## src/rtl/alu_pkg.sv

```systemverilog
`default_nettype none
// ============================================================================
//  Module   : alu_pkg
//  Brief    : Shared ALU op codes, RV32I opcode/funct constants and the
//             instruction decode helper used by the issue stage.
//  Revision : 1.0 - initial release
// ============================================================================
package alu_pkg;

   localparam int OPW = 6;

   // ALU op encoding
   localparam logic [OPW-1:0] OP_NOP  = 6'd0;
   localparam logic [OPW-1:0] OP_ADD  = 6'd1;
   localparam logic [OPW-1:0] OP_SUB  = 6'd2;
   localparam logic [OPW-1:0] OP_AND  = 6'd3;
   localparam logic [OPW-1:0] OP_OR   = 6'd4;
   localparam logic [OPW-1:0] OP_XOR  = 6'd5;
   localparam logic [OPW-1:0] OP_SLT  = 6'd6;
   localparam logic [OPW-1:0] OP_SLTU = 6'd7;
   localparam logic [OPW-1:0] OP_SLL  = 6'd8;
   localparam logic [OPW-1:0] OP_SRL  = 6'd9;
   localparam logic [OPW-1:0] OP_SRA  = 6'd10;

   // RV32I major opcodes handled by this stage
   localparam logic [6:0] OPC_OP    = 7'b0110011;
   localparam logic [6:0] OPC_OPIMM = 7'b0010011;
   localparam logic [6:0] OPC_LUI   = 7'b0110111;

   // funct3 values
   localparam logic [2:0] F3_ADD  = 3'b000;
   localparam logic [2:0] F3_SLL  = 3'b001;
   localparam logic [2:0] F3_SLT  = 3'b010;
   localparam logic [2:0] F3_SLTU = 3'b011;
   localparam logic [2:0] F3_XOR  = 3'b100;
   localparam logic [2:0] F3_SR   = 3'b101;
   localparam logic [2:0] F3_OR   = 3'b110;
   localparam logic [2:0] F3_AND  = 3'b111;

   // funct7 values
   localparam logic [6:0] F7_BASE = 7'b0000000;
   localparam logic [6:0] F7_ALT  = 7'b0100000;

   // First operand source
   typedef enum logic [0:0] {
      S1_ZERO = 1'b0,
      S1_REG  = 1'b1
   } src1_e;

   // Second operand source
   typedef enum logic [2:0] {
      S2_ZERO   = 3'd0,
      S2_REG    = 3'd1,
      S2_REG_SH = 3'd2,
      S2_IMM_I  = 3'd3,
      S2_SHAMT  = 3'd4,
      S2_IMM_U  = 3'd5
   } src2_e;

   typedef struct packed {
      logic           legal;
      logic [OPW-1:0] op;
      src1_e          src1;
      src2_e          src2;
   } dec_t;

   // Map an instruction word onto ALU op and operand sources.
   // Anything not recognised comes back illegal with NOP and zero operands.
   function automatic dec_t decode(input logic [31:0] instr);
      dec_t       d;
      logic [6:0] opc;
      logic [2:0] f3;
      logic [6:0] f7;
      opc     = instr[6:0];
      f3      = instr[14:12];
      f7      = instr[31:25];
      d.legal = 1'b0;
      d.op    = OP_NOP;
      d.src1  = S1_ZERO;
      d.src2  = S2_ZERO;
      case (opc)
         OPC_OP: begin
            if (f7 == F7_BASE) begin
               d.legal = 1'b1;
               d.src1  = S1_REG;
               d.src2  = S2_REG;
               case (f3)
                  F3_ADD:  d.op = OP_ADD;
                  F3_SLL:  begin d.op = OP_SLL; d.src2 = S2_REG_SH; end
                  F3_SLT:  d.op = OP_SLT;
                  F3_SLTU: d.op = OP_SLTU;
                  F3_XOR:  d.op = OP_XOR;
                  F3_SR:   begin d.op = OP_SRL; d.src2 = S2_REG_SH; end
                  F3_OR:   d.op = OP_OR;
                  default: d.op = OP_AND;
               endcase
            end else if (f7 == F7_ALT && f3 == F3_ADD) begin
               d.legal = 1'b1;
               d.op    = OP_SUB;
               d.src1  = S1_REG;
               d.src2  = S2_REG;
            end else if (f7 == F7_ALT && f3 == F3_SR) begin
               d.legal = 1'b1;
               d.op    = OP_SRA;
               d.src1  = S1_REG;
               d.src2  = S2_REG_SH;
            end
         end
         OPC_OPIMM: begin
            case (f3)
               F3_ADD:  begin d.legal = 1'b1; d.op = OP_ADD;  end
               F3_SLT:  begin d.legal = 1'b1; d.op = OP_SLT;  end
               F3_SLTU: begin d.legal = 1'b1; d.op = OP_SLTU; end
               F3_XOR:  begin d.legal = 1'b1; d.op = OP_XOR;  end
               F3_OR:   begin d.legal = 1'b1; d.op = OP_OR;   end
               F3_AND:  begin d.legal = 1'b1; d.op = OP_AND;  end
               F3_SLL: begin
                  if (f7 == F7_BASE) begin
                     d.legal = 1'b1;
                     d.op    = OP_SLL;
                  end
               end
               default: begin
                  if (f7 == F7_BASE) begin
                     d.legal = 1'b1;
                     d.op    = OP_SRL;
                  end else if (f7 == F7_ALT) begin
                     d.legal = 1'b1;
                     d.op    = OP_SRA;
                  end
               end
            endcase
            if (d.legal) begin
               d.src1 = S1_REG;
               d.src2 = (f3 == F3_SLL || f3 == F3_SR) ? S2_SHAMT : S2_IMM_I;
            end
         end
         OPC_LUI: begin
            d.legal = 1'b1;
            d.op    = OP_ADD;
            d.src1  = S1_ZERO;
            d.src2  = S2_IMM_U;
         end
         default: begin
            d.legal = 1'b0;
         end
      endcase
      return d;
   endfunction

endpackage
`default_nettype wire

```

## src/rtl/regfile_2r1w.sv

```systemverilog
`default_nettype none
// ============================================================================
//  Module   : regfile_2r1w
//  Brief    : 32-bit register file, two combinational read ports plus a debug
//             read port, one synchronous write port; entry 0 reads as zero.
//  Revision : 1.0 - initial release
// ============================================================================
module regfile_2r1w #(
   parameter int NREG = 32
) (
   input  logic        clk,
   input  logic        reset,
   input  logic [4:0]  ra1_i,
   output logic [31:0] rd1_o,
   input  logic [4:0]  ra2_i,
   output logic [31:0] rd2_o,
   input  logic [4:0]  dbg_addr_i,
   output logic [31:0] dbg_data_o,
   input  logic        we_i,
   input  logic [4:0]  wa_i,
   input  logic [31:0] wd_i
);

   logic [31:0] w_regs [NREG];

   generate
      for (genvar gi = 0; gi < NREG; gi++) begin : g_reg
         if (gi == 0) begin : g_zero
            assign w_regs[gi] = 32'd0;
         end else begin : g_store
            logic [31:0] entry_q;
            // Entry captures write data when addressed; cleared on reset.
            always_ff @(posedge clk or negedge reset) begin
               if (!reset) begin
                  entry_q <= 32'd0;
               end else if (we_i && (wa_i == 5'(gi))) begin
                  entry_q <= wd_i;
               end
            end
            assign w_regs[gi] = entry_q;
         end
      end
   endgenerate

   assign rd1_o      = w_regs[ra1_i];
   assign rd2_o      = w_regs[ra2_i];
   assign dbg_data_o = w_regs[dbg_addr_i];

endmodule
`default_nettype wire

```

## src/rtl/alu_issue.sv

```systemverilog
`default_nettype none
// ============================================================================
//  Module   : alu_issue
//  Brief    : RV32I OP / OP-IMM / LUI decode-and-issue stage in front of a
//             combinational ALU; reads operands, forwards the retiring
//             result, registers op/rv1/rv2 and writes the result back.
//  Revision : 1.0 - initial release
// ============================================================================
module alu_issue #(
   parameter int OPW  = 6,
   parameter int NREG = 32
) (
   input  logic           clk,
   input  logic           reset,
   input  logic           in_valid,
   output logic           in_ready,
   input  logic [31:0]    in_instr,
   output logic [OPW-1:0] op,
   output logic [31:0]    rv1,
   output logic [31:0]    rv2,
   output logic           alu_valid,
   input  logic           alu_ready,
   input  logic [31:0]    alu_result,
   output logic           wb_en,
   output logic [4:0]     wb_rd,
   output logic [31:0]    wb_data,
   output logic           illegal,
   input  logic [4:0]     dbg_addr,
   output logic [31:0]    dbg_data
);

   import alu_pkg::*;

   // Held instruction state
   logic [OPW-1:0] op_q;
   logic [31:0]    rv1_q;
   logic [31:0]    rv2_q;
   logic           valid_q;
   logic [4:0]     rd_q;
   logic           legal_q;
   logic           illegal_q;

   // Next operand values for an accepted instruction
   logic [31:0]    rv1_d;
   logic [31:0]    rv2_d;

   dec_t           w_dec;
   logic [4:0]     w_rs1;
   logic [4:0]     w_rs2;
   logic [31:0]    w_rf1;
   logic [31:0]    w_rf2;
   logic [31:0]    w_src1;
   logic [31:0]    w_src2;
   logic           w_accept;
   logic           w_retire;
   logic           w_wb_en;

   assign w_dec    = decode(in_instr);
   assign w_rs1    = in_instr[19:15];
   assign w_rs2    = in_instr[24:20];

   assign in_ready = !valid_q || alu_ready;
   assign w_accept = in_valid && in_ready;
   assign w_retire = valid_q && alu_ready;

   // rd_q is zeroed for illegal instructions, so rd != 0 implies legal here
   assign w_wb_en  = w_retire && legal_q && (rd_q != 5'd0);

   regfile_2r1w #(
      .NREG (NREG)
   ) u_rf (
      .clk        (clk),
      .reset      (reset),
      .ra1_i      (w_rs1),
      .rd1_o      (w_rf1),
      .ra2_i      (w_rs2),
      .rd2_o      (w_rf2),
      .dbg_addr_i (dbg_addr),
      .dbg_data_o (dbg_data),
      .we_i       (w_wb_en),
      .wa_i       (rd_q),
      .wd_i       (alu_result)
   );

   // Bypass the result being written this cycle; wb_en already excludes x0.
   assign w_src1 = (w_wb_en && (w_rs1 == rd_q)) ? alu_result : w_rf1;
   assign w_src2 = (w_wb_en && (w_rs2 == rd_q)) ? alu_result : w_rf2;

   // Operand selection for the instruction being accepted.
   always_comb begin
      rv1_d = 32'd0;
      rv2_d = 32'd0;
      if (w_dec.src1 == S1_REG) begin
         rv1_d = w_src1;
      end
      case (w_dec.src2)
         S2_REG:    rv2_d = w_src2;
         S2_REG_SH: rv2_d = {27'd0, w_src2[4:0]};
         S2_IMM_I:  rv2_d = {{20{in_instr[31]}}, in_instr[31:20]};
         S2_SHAMT:  rv2_d = {27'd0, in_instr[24:20]};
         S2_IMM_U:  rv2_d = {in_instr[31:12], 12'd0};
         default:   rv2_d = 32'd0;
      endcase
   end

   // Issue register: load on accept, drain on retire, hold while stalled.
   always_ff @(posedge clk or negedge reset) begin
      if (!reset) begin
         valid_q   <= 1'b0;
         op_q      <= '0;
         rv1_q     <= 32'd0;
         rv2_q     <= 32'd0;
         rd_q      <= 5'd0;
         legal_q   <= 1'b0;
         illegal_q <= 1'b0;
      end else begin
         illegal_q <= w_retire && !legal_q;
         if (w_accept) begin
            valid_q <= 1'b1;
            op_q    <= OPW'(w_dec.op);
            rv1_q   <= rv1_d;
            rv2_q   <= rv2_d;
            rd_q    <= w_dec.legal ? in_instr[11:7] : 5'd0;
            legal_q <= w_dec.legal;
         end else if (w_retire) begin
            valid_q <= 1'b0;
            op_q    <= '0;
            rv1_q   <= 32'd0;
            rv2_q   <= 32'd0;
            rd_q    <= 5'd0;
            legal_q <= 1'b0;
         end
      end
   end

   assign op        = op_q;
   assign rv1       = rv1_q;
   assign rv2       = rv2_q;
   assign alu_valid = valid_q;
   assign illegal   = illegal_q;
   assign wb_en     = w_wb_en;
   assign wb_rd     = rd_q;
   assign wb_data   = alu_result;

endmodule
`default_nettype wire
```

## config.mk

```make
export PLATFORM = sky130hd
export DESIGN_NAME = alu_issue
export DESIGN_NICKNAME = d
export VERILOG_FILES = /design/src/rtl/alu_pkg.sv /design/src/rtl/regfile_2r1w.sv /design/src/rtl/alu_issue.sv
export SDC_FILE = /design/constraint.sdc
export NUM_CORES = 2
export LEC_CHECK = 0
export BUFFER_PORTS_ARGS = -buffer_cell sky130_fd_sc_hd__buf_2
export CAP_MARGIN = 20
export CELL_PAD_IN_SITES_DETAIL_PLACEMENT = 1
export CELL_PAD_IN_SITES_GLOBAL_PLACEMENT = 1
export CORE_UTILIZATION = 54
export CTS_CLUSTER_SIZE = 24
export DETAILED_ROUTE_END_ITERATION = 8
export GPL_TIMING_DRIVEN = 0
export PLACE_DENSITY_LB_ADDON = 0.2
export SYNTH_ARGS = -nofsm -noshare
export SYNTH_HDL_FRONTEND = slang
export SYNTH_SLANG_ARGS = --single-unit
```

## constraint.sdc

```tcl
create_clock -name clk -period 4.1 [get_ports clk]
set_clock_uncertainty 0.05 [all_clocks]
set_input_delay 0.82 -clock clk [delete_from_list [all_inputs] [get_ports clk]]
set_output_delay 0.82 -clock clk [all_outputs]
set_load 0.05 [all_outputs]
```

### Word-level counts from Yosys, hierarchy flattened

Index checks and enable logic that the tools add are counted.

* output and inout bits: 143
* logic and storage cells: 180
* bits of input ports: 73
* bits in registers: 1070

* muxes and demuxes: 38
* reduce and logical (&&, ||, !) cells: 49
* bitwise operators: 3
* equal/unequal tests: 49
* $lt $le $gt $ge: 3

Operator list (count)
* $bmux W32 S5: 3
* $mux W32: 12
* $pmux W32 S5: 1
* $eq A5 B5 Y1 const B: 16
* $pmux W7 S7: 1
* $eq A5 B4 Y1 const B: 8
* $logic_and A1 B1 Y1: 40
* $mux W11: 3
* $pmux W10 S3: 1
* $mux W7: 4
* $pmux W4 S7: 1
* $eq A7 B6 Y1 const B: 3
* $eq A5 B3 Y1 const B: 4
* $eq A3 B3 Y1 const B: 6
* $ge A6 B6 Y1 const B: 3
* $not A5 Y6: 3
* $mux W5: 3
* $eq A3 B2 Y1 const B: 4
* $mux W6: 2
* $eq A5 B2 Y1 const B: 2
* $eq A5 B5 Y1: 2
* $eq A7 B5 Y1 const B: 1
* $logic_not A7 Y1: 1
* $eq A3 B1 Y1 const B: 2
* other kinds (12): 16

### Logic depth before layout (Yosys ltp)

* word-level depth: 10
* depth in mapped cells: 10
* gate-level depth less buffers: 6

### Hierarchy

Synthesis repeated with hierarchy kept, for this count alone.

* cell total of the unflattened synthesis: 4763
* area total of the unflattened synthesis: 65944.5 um^2

By module, submodules not included
* regfile_2r1w: area an instance 61327.6 um^2, instances 1, seq. area each 24823.8 um^2, cells an instance 4293
* alu_issue: area an instance 4616.9 um^2, instances 1, seq. area each 1901.8 um^2, cells an instance 470

### Worst setup path after synthesis

Ideal clock, no wire load.

* path kind: input -> output
* start: input dbg_addr[0]
* end: output dbg_data[0]
* stages: 6
* required time: 3.230 ns
* setup slack: 0.041 ns
* arrival time: 3.189 ns
* path buffers: 3
* cell sequence: clkbuf_1 clkbuf_1 buf_1 mux4_2 mux4_2 mux2_2

* cells in the longest elaborated chain, start to end: 4

RTL lines
* start: declaration: RTL line alu_issue.sv:28 `input logic [4:0] dbg_addr,`
* $not A5 Y6 (implied by the code): RTL line regfile_2r1w.sv:47 `assign dbg_data_o = w_regs[dbg_addr_i];`
* $bmux W32 S5: RTL line regfile_2r1w.sv:47
* $mux W32 (implied by the code) (2 in series): RTL line regfile_2r1w.sv:47
* end: declaration: RTL line alu_issue.sv:29 `output logic [31:0] dbg_data`

No other way between the ends. The select of a mux whose other input is x is not followed.

### Worst setup path after layout

* start: input in_instr[21]
* end: register rv2_q[6], in the netlist rv2[6]

* cells in the longest elaborated chain, start to end: 7
* elaborated cells on any way between the ends: 9
* classes of those cells: eq/ne (1); mux (6); bitwise (1); reduce/logical (1)

RTL lines
* start: declaration: RTL line alu_issue.sv:17 `input logic [31:0] in_instr,`
* $not A5 Y6 (implied by the code): RTL line regfile_2r1w.sv:46 `assign rd2_o = w_regs[ra2_i];`
* $bmux W32 S5: RTL line regfile_2r1w.sv:46
* $mux W32 (implied by the code) (2 in series): RTL line regfile_2r1w.sv:46
* $mux W32 (*): RTL line alu_issue.sv:87 `assign w_src2 = (w_wb_en && (w_rs2 == rd_q)) ? alu_result : w_rf2;`
* $pmux W32 S5 (*): RTL line alu_issue.sv:96 `case (w_dec.src2)`
* $mux W32 (*): RTL line alu_issue.sv:118 `if (w_accept) begin`
* end signal: assignment: RTL line alu_issue.sv:122 `rv2_q <= rv2_d;`
* end: declaration: RTL line alu_issue.sv:37 `logic [31:0] rv2_q;`

Mark *: on every way between the ends. The rest lies on a longest branch, timed or not. The select of a mux whose other input is x is not followed.
A chain may end at the register's enable or synchronous reset.

==> flow_summary.yaml <==
worst_setup_path:
  r2r_setup_slack_ps: -140
  startpoint: "in_instr[21]"
  path_max_fanout: 10
  r2r.worst_path.cells: 8
  criticalPathCategory: "input pin to flip-flop"
  worstSetupStartpointType: "input pin"
  r2r_start: "alu_valid"
  arrival_ps: 4810
  critPathCapture: "rv2[6]"
  r2r-end: "rv1[12]"
  crit_required_ps: 4660
  crit_path_end_kind: "flip-flop"
yosys:
  synth_async_sr_flop_share_pct: 100
  synth-simple-area-share_pct: 2.01
  synthXorXnorAreaFrac_pct: 0.136
  synth_top_area_share_pct: 41.4
  synth.most_common_cell: "mux2_2"
  ys_warn_count: 0
  yosysTopAreaCell: "dfrtp_1"
  synth.avg_cell_area_um2: 15.3
  synth_edf_count: 0
  synth_area_leaders: "dfrtp_1 (41%), mux4_2 (28%), mux2_2 (20%)"
  synth-adder-area-share_pct: 0
  postSynthCellCount: 4217
  synth_common_cells: "mux2_2 (1121), dfrtp_1 (1068), mux4_2 (811)"
  synth_compound_area_share_pct: 4.02
  ys_seq_area_share_pct: 41.4
  yosysUniqueCellTypes: 64
  synth.area.mux_share_pct: 49.0
  synth_flop_cell: "dfrtp_1"
  synth_top_family_by_area: "multiplexers"
  synth_area_um2: 64600
  synth_seq_cells: 1068
die:
  core_um2: 118000
  pin_count: 216
  die_area_um2: 121000
  dieHeight_um: 348
  row_count: 126
  start_util_pct: 54.6
  die_w_um: 348
clocking:
  htree_levels: 3
  clk_pin_slew_ps: 60
  cts_buffers: 121
  tritoncts: "built"
  clockBufferDepth: 3
  cts_root_buf: "clkbuf_16"
  worst_skew_pair.late_latency_ps: 800
  cts.sinks: 1068
pwr:
  p_int_mw: 17.8
  p_leak_nw: 33.5
  p_sw_mw: 6.76
  pwr-share-comb_pct: 10.5
  p_clk_share_pct: 46.5
  power_density_nw_per_um2: 329
  max-vdd-ir-drop_uv: 357
  switching_share_pct: 27.6
  seq_power_share_pct: 43.0
layout:
  syn_to_final_growth_pct: 15.3
  nNetsFinal: 4754
  nFillCells: 10600
  fin_area_um2: 74500
  final_layout_size_suffix_gt1_share_pct: 55.8
drt:
  routedWlPerCell_um: 45.7
  antenna_left: 0
  drt_pass1_iterations: 7
  drc: 0
  drtIter0Drc: 7662
  wl_mm: 292
  vias: 49800
  via_per_inst: 7.80
status:
  status: "complete, but fails checks"
  violations: "negative setup slack"
sta:
  rsz0062_at_grt: "true"
  tns_ps: -1650
  whs_ps: 214
  relSlewSlack_pct: 5.88
  period_minus_slack_ps: 4260
  worst_slew_pin_slew_ps: 1400
  hold_violations: 0
  fin_ws_ps: -156
  period_share_pct: 104
  clock.fmax_mhz: 235
  setup_viol: 32
  slew_viol_final: 0
flow_run:
  maxCapViolations: 0
worst_hold_path:
  min-delay-path-class: "input pin to flip-flop"
global_routing:
  overflow: 0
  antenna_found_initial: 18
  grt_pass1_wl_mm: 405
  grt_pass1_vias: 50800
  grt_max_degree: 157
  grt_use_total_pct: 49.0
placed_design:
  hpwl_mm: 212
  dp_slack_ps: -1960
  port_buffers: 196
  place_area_um2: 69600
  gp_congestion: 1.01
## cell usage in the layout (no fill, tap or decap), types with 10 or more instances in the layout
cell	Yosys	final
nor2b_1	26	26
clkbuf_4	0	21
mux4_2	811	811
a211o_1	16	16
clkbuf_1	358	318
buf_4	36	50
a21oi_1	24	24
buf_2	59	258
a22oi_1	73	73
o211ai_1	49	49
buf_8	1	116
o21ai_0	25	24
buf_1	59	34
clkbuf_2	0	24
dfrtp_1	1068	1068
a22o_1	96	96
mux2i_1	78	78
clkbuf_16	0	128
nand2_1	105	105
inv_1	10	10
clkbuf_8	0	41
clkinv_2	0	27
nand3_1	30	30
buf_16	0	17
nor2_1	50	50
buf_6	3	17
mux2_2	1121	1121
## per-layer routing
layer,wire length [um],share of wire (%),GRT usage (%)
met5,103,0.035,0.280
met1,99100,34,61.5
met3,46700,16,23.1
met2,123000,42,67.6
met4,23600,8.1,32.1
## state kept, by name, summed over array words and instances (netlist names)
signal and count:
alu_valid 1, illegal 1, legal_q 1, op 4
rv1 32, rv2 32, u_rf.g.g_store.entry_q 992, wb_rd 5
## how the worst min path moves through the flow
stage | from | end | slack (ps) | depth (start not counted)
finish | in_instr[7] | wb_rd[0] | 210 | 2
global route | in_instr[11] | wb_rd[4] | 220 | 2
CTS | in_instr[8] | wb_rd[1] | 210 | 2
detailed placement | rv1[20] | rv1[20] | 440 | 2
global placement | rv1[10] | rv1[10] | 440 | 2
floorplan | legal_q | illegal | 360 | 1
## worst max-delay path, cell delays in order
cell and delay (ps):
buf_2 310, clkbuf_1 940, clkbuf_1 820, mux4_2 420, mux4_2 450, o21ai_0 850
o21ai_0 170
## metrics by stage
| step | power (mW) | instances | util [%] |
|---|---|---|---|
| finish | 24.5 | 6388 | 62.9 |
| global route | 24.9 | 6383 | 62.9 |
| CTS | 24.3 | 6362 | 62.6 |
| detailed placement | 13.1 | 6137 | 58.8 |
| global placement | 13.0 | 6014 | 57.1 |
| floorplan | 11.8 | 4218 | - |
## cells by family (layout without fill, tap and decap cells)
kind of cell           after synthesis  in the layout
multiplexers                      2010           2010
flip-flops                        1068           1068
buffers and inverters              526           1090
AO/OA/AOI/OAI                      335            335
AND/OR/NAND/NOR                    267            267
XOR/XNOR                            10             10
other                                1              8
## timing repair
action	4_1_cts	5_1_grt
cloned	0	1
gates resized for setup	148	24
hold buffers	1	0
hold endpoints to repair	33	0
pin swaps	0	0
setup endpoints to repair	66	30
buffers inserted	1	0
## power by group through the flow
stage	Combinational, mW	Clock, mW	Sequential (mW)
final	2.58	11.4	10.5
after global routing	2.58	11.7	10.5
after CTS	2.42	11.3	10.5
after detailed placement	2.38	0	10.7
after global placement	2.22	0	10.8
after floorplan	1.04	0	10.8
## layout make-up
class	count	area (um^2)	area share [%]
inverters	10	37.5	0.0504
well taps	1600	2000	2.69
repair buffers	341	3370	4.53
clock buffers	179	3600	4.83
clock inverters	45	455	0.611
flip-flops and latches	1068	26700	35.9
diodes	6	15.0	0.0202
multi-input cells	2624	35700	47.9
plain buffers	515	2610	3.50
No activity file was read; power rests on OpenSTA's default activity.
